==> src/rtl/scs8hd_and4_dbnc.sv <==
// Synchronises and debounces the asynchronous AND4 output, producing a clean
// level, single-cycle rise/fall pulses and the live debounce count.
module scs8hd_and4_dbnc #(
  parameter int SYNC_STAGES = 2,
  parameter int FILT_LEN    = 4,
  parameter int CNT_W       = 4
) (
`ifdef SC_USE_PG_PIN
  input  logic             vpwr,
  input  logic             vgnd,
  input  logic             vpb,
  input  logic             vnb,
`endif
  input  logic             CLK,
  input  logic             RESETB,
  input  logic             DIN,
  input  logic             EN,
  output logic             Q,
  output logic             ROSE,
  output logic             FELL,
  output logic [CNT_W-1:0] CNT
);

  typedef enum logic [1:0] {LOW, RISE, HIGH, FALL} state_e;

  // Last count value before the filter length is reached; CNT never exceeds it.
  localparam logic [CNT_W-1:0] CNT_LAST = CNT_W'(FILT_LEN - 1);

  logic [SYNC_STAGES-1:0] sync_q;
  logic                   s;
  state_e                 state_q, state_d;
  logic [CNT_W-1:0]       cnt_q, cnt_d;
  logic                   rose_q, rose_d;
  logic                   fell_q, fell_d;
  logic                   q_int;

  always_ff @(posedge CLK or negedge RESETB) begin
    if (!RESETB) begin
      sync_q <= '0;
    end else begin
      sync_q[0] <= DIN;
      for (int unsigned i = 1; i < SYNC_STAGES; i++) begin
        sync_q[i] <= sync_q[i-1];
      end
    end
  end

  assign s = sync_q[SYNC_STAGES-1];

  always_ff @(posedge CLK or negedge RESETB) begin
    if (!RESETB) begin
      state_q <= LOW;
      cnt_q   <= '0;
      rose_q  <= 1'b0;
      fell_q  <= 1'b0;
    end else begin
      state_q <= state_d;
      cnt_q   <= cnt_d;
      rose_q  <= rose_d;
      fell_q  <= fell_d;
    end
  end

  always_comb begin
    state_d = state_q;
    cnt_d   = cnt_q;
    rose_d  = 1'b0;
    fell_d  = 1'b0;
    if (EN) begin
      case (state_q)
        LOW: begin
          if (s) begin
            if (FILT_LEN == 1) begin
              state_d = HIGH;
              cnt_d   = '0;
              rose_d  = 1'b1;
            end else begin
              state_d = RISE;
              cnt_d   = CNT_W'(1);
            end
          end else begin
            cnt_d = '0;
          end
        end
        RISE: begin
          if (!s) begin
            state_d = LOW;
            cnt_d   = '0;
          end else if (cnt_q == CNT_LAST) begin
            state_d = HIGH;
            cnt_d   = '0;
            rose_d  = 1'b1;
          end else begin
            cnt_d = cnt_q + CNT_W'(1);
          end
        end
        HIGH: begin
          if (!s) begin
            if (FILT_LEN == 1) begin
              state_d = LOW;
              cnt_d   = '0;
              fell_d  = 1'b1;
            end else begin
              state_d = FALL;
              cnt_d   = CNT_W'(1);
            end
          end else begin
            cnt_d = '0;
          end
        end
        FALL: begin
          if (s) begin
            state_d = HIGH;
            cnt_d   = '0;
          end else if (cnt_q == CNT_LAST) begin
            state_d = LOW;
            cnt_d   = '0;
            fell_d  = 1'b1;
          end else begin
            cnt_d = cnt_q + CNT_W'(1);
          end
        end
        default: begin
          state_d = LOW;
          cnt_d   = '0;
        end
      endcase
    end
  end

  assign q_int = (state_q == HIGH) || (state_q == FALL);

`ifdef SC_USE_PG_PIN
  // Outputs are undefined unless the cell is properly powered.
  logic pg_ok;
  assign pg_ok = (vpwr == 1'b1) && (vgnd == 1'b0);
  assign Q    = pg_ok ? q_int  : 1'bx;
  assign ROSE = pg_ok ? rose_q : 1'bx;
  assign FELL = pg_ok ? fell_q : 1'bx;
  assign CNT  = pg_ok ? cnt_q  : {CNT_W{1'bx}};
`else
  assign Q    = q_int;
  assign ROSE = rose_q;
  assign FELL = fell_q;
  assign CNT  = cnt_q;
`endif

endmodule
==> config.mk <==
export PLATFORM = sky130hd
export DESIGN_NAME = scs8hd_and4_dbnc
export DESIGN_NICKNAME = d
export VERILOG_FILES = /design/src/rtl/scs8hd_and4_dbnc.sv
export SDC_FILE = /design/constraint.sdc
export NUM_CORES = 1
export LEC_CHECK = 0
export CORE_UTILIZATION = 30
export CTS_CLUSTER_SIZE = 40
export DETAILED_ROUTE_END_ITERATION = 10
export PLACE_DENSITY = 0.51
export SLEW_MARGIN = 20
export SYNTH_ARGS = -nofsm -noshare
export SYNTH_HDL_FRONTEND = slang
export SYNTH_SLANG_ARGS = --single-unit
==> constraint.sdc <==
create_clock -name CLK -period 1.6 [get_ports CLK]
set_input_delay 0.16 -clock CLK [delete_from_list [all_inputs] [get_ports CLK]]
set_output_delay 0.16 -clock CLK [all_outputs]
set_load 0.01 [all_outputs]
==> impl_results.md <==
* Netlist cell types at 19
* Synth Instances at 38
* Combinational family with the most area after synthesis: simple AND/OR/NAND/NOR gates
* HPWL Detailed at 580 um
* DR vias at 349
* Leak at 0.244 nW
* Hold Crit Class: in -> async
* Post-DRT Antenna Nets at 0
* Final setup fails at 0
* Initial antenna violation count at 0
* Post-synth top area cell: dfrtp_1
* Post-synthesis compound-gate area fraction at between 10% and 20%
* Internal power at 0.451 mW
* Register share of total power at 50.4%
* First-pass GRT wire length at 1.33 mm
* Placer Congestion at 0.907
* Detail-routed via count per cell at 5.29
* CTS Buf Count at 3
* Detailed Routing Iterations Pass 1 at 4
* Slew @ Worst Pin at around 0.44 ns
* I/O Pins at 11
* Combinational Power Share at 24.2%
* Largest net degree at the start of global routing at 11
* Crit path time final at around 1.5 ns
* Commonest cells after routing, fill and taps aside: 10 x dfrtp_1, 10 x clkdlybuf4s50_1, 5 x inv_1
* CTS H-tree depth at 1
* I/O Buffers at 10
* Root Buffer: clkbuf_4
* R2R cell count at 4
* Mapped Area at 432 um^2
* Avg Synthesized Cell Area at approximately 11 um^2
* Largest fanout on the critical path at 4
* Xor/xnor share of the synthesized area at 2.03%
* Final hold violations at 0
* Final worst path period share at 93.9%
* FP Rows at 13
* Psw at 0.183 mW
* Die span in x at 39.9 um
* Initial drt markers at 4
* Setup Buffers After CTS at 0
* Resized cells post-CTS at 0
* Synth warn at 0
* Setup slack, reg-to-reg at 0.1 ns
* Simple-gate share of the synthesized area at 13.9%
* Clock Power Share at around a quarter
* CTS tree: built
* WP data required at 1.74 ns
* Initial cell density of the core at 32.8%
* Clock skew at 0.000588 ns
* Vias in the first global route at 303
* Switching Share at slightly below 30%
* Sequential area share after synthesis at 58.0%
* Cell Chain, Critical Path: ha_1, nand3b_1, or3_4, mux2_4
* Status: complete, no violations
* Adder and majority gate portion of the synthesized area at between 2 and 3%
* Detailed-route wire length at 791 um
* CP startpoint kind: flop
* RSZ-0062 raised after global routing: no
* Placement Setup Slack at 0.0713 ns
* Wire per inst at 12.0 um
* Clock slew at reported path FFs at 0.06 ns
* Synth top area cells: dfrtp_1 58%, inv_1 4.3%, mux2_4 3.5%
* Grt total ovfl at 0
* Syn_nets at 43
* Share of the synthesized area in the top cell type at between 50% and 60%
* Crit path DAT at 1.65 ns
* CP max-delay cell: dfrtp_1
* Max incr delay on CP at just under 0.4 ns
* Seq cells post-synth at 10
* Post-synthesis mux area share at 3.48%
* Cell Pwr Density at between 1000 and 1500 mW/mm^2
* Layout cell share with drive strength beyond 1 at 15.7%
* NumNets Final at 58
* Peak VDD IR at about 0.43 mV
* Headroom to the max-slew limit at 70.7%
* TritonCTS Sinks at 10
* Clock Latency Late Sink at 0.26 ns
* Max-cap viol count at 0
* Die Ht at 39.9 um
* Fmax at approximately 0.67 GHz
* # DRC at 0
* Clock tree buffer depth at 2
* Cts hold-fix bufs at 0
* Area grow syn2layout at 33.6%
* TNS Setup at 0 ns
* Gr usage total at between 10% and 20%
* Crit. End Element: flop
* Crit path kind: reg -> reg
* Slew Viols, Final at 0
* # diodes at 0
* Setup ws final at 0.0974 ns
* Die ar. at 0.00159 mm^2
* Core Region at between 0.001 and 0.0015 mm^2
* Reg-to-reg startpoint: CNT[0]
-- how the worst max path moves through the flow --
stage	start	endpoint	slack, ns	depth (start not counted)
after floorplan	CNT[1]	flop	0.14	4
after global placement	EN	flop	0.09	4
after detailed placement	EN	flop	0.07	4
after CTS	CNT[1]	flop	0.1	4
after global routing	CNT[1]	flop	0.04	4
final	CNT[0]	flop	0.1	4
-- worst max-delay path, delay by kind of cell (launching register included) --
family / cells / cell delay, ns
multiplexers: 1 / 0.30
flip-flops: 1 / 0.39
adder cells (fa/ha/maj): 1 / 0.21
AND/OR/NAND/NOR: 2 / 0.47
-- power groups by stage --
| stage | clock network, mW | registers [mW] | logic (mW) |
|---|---|---|---|
| floorplan | 0 | 0.322 | 0.0805 |
| global placement | 0 | 0.319 | 0.152 |
| detailed placement | 0 | 0.322 | 0.154 |
| CTS | 0.170 | 0.318 | 0.156 |
| global route | 0.182 | 0.325 | 0.172 |
| finish | 0.161 | 0.320 | 0.154 |
-- kinds of logic (layout without fill, tap and decap cells) --
logic type / Yosys count / after routing
and+or+nand+nor: 9 / 9
muxes: 1 / 1
buffers and inverters: 7 / 20
AOI/OAI and AO/OA: 9 / 9
DFF: 10 / 10
adders and majority gates: 1 / 1
xor gates and xnor gates: 1 / 1
-- metal layers --
metal	vias to the layer above	GRT usage, %	wire length, um
met5	-	0	0
met2	14	19.0	359
met1	167	17.0	362
met3	5	5.00	36
li1	163	-	-
met4	0	10.3	31
-- metrics by stage --
stage          area (um^2)  hold slack, ns  power (mW)  utilization, %  instances
2_1_floorplan          432          -0.136       0.402               -         38
3_3_place_gp           554           0.337       0.471            42.1         63
3_5_place_dp           554           0.336       0.476            42.1         63
4_1_cts                577           0.229       0.644            43.8         66
5_1_grt                577           0.234       0.678            43.8         66
6_report               577           0.211       0.634            43.8         66
-- layout make-up --
cell class | count | area [um^2]
Multi-Input combinational cell | 21 | 155
Clock buffer | 3 | 22.5
Fill cell | 128 | 741
Timing Repair Buffer | 11 | 108
Sequential cell | 10 | 250
Tap cell | 15 | 18.8
Inverter | 6 | 22.5
-- synthesized netlist by cell type --
| library cell | count |
|---|---|
| dfrtp_1 | 10 |
| inv_1 | 5 |
| a31oi_1 | 2 |
| nand2_1 | 2 |
| nor3b_1 | 2 |
| o211ai_1 | 2 |
| o21ai_0 | 2 |
| o22ai_1 | 2 |
| clkbuf_1 | 1 |
| ha_1 | 1 |
| inv_2 | 1 |
| mux2_4 | 1 |
| nand3_1 | 1 |
| nand3b_1 | 1 |
| nand4_1 | 1 |
| o2bb2ai_1 | 1 |
| or3_2 | 1 |
| or3_4 | 1 |
| xor2_1 | 1 |
-- sequential cells by signal, summed over array words and instances (netlist names), named ones only --
name,flops
CNT,4
FELL,1
ROSE,1
state_q,1
sync_q,2
No activity file was read; power rests on OpenSTA's default activity.
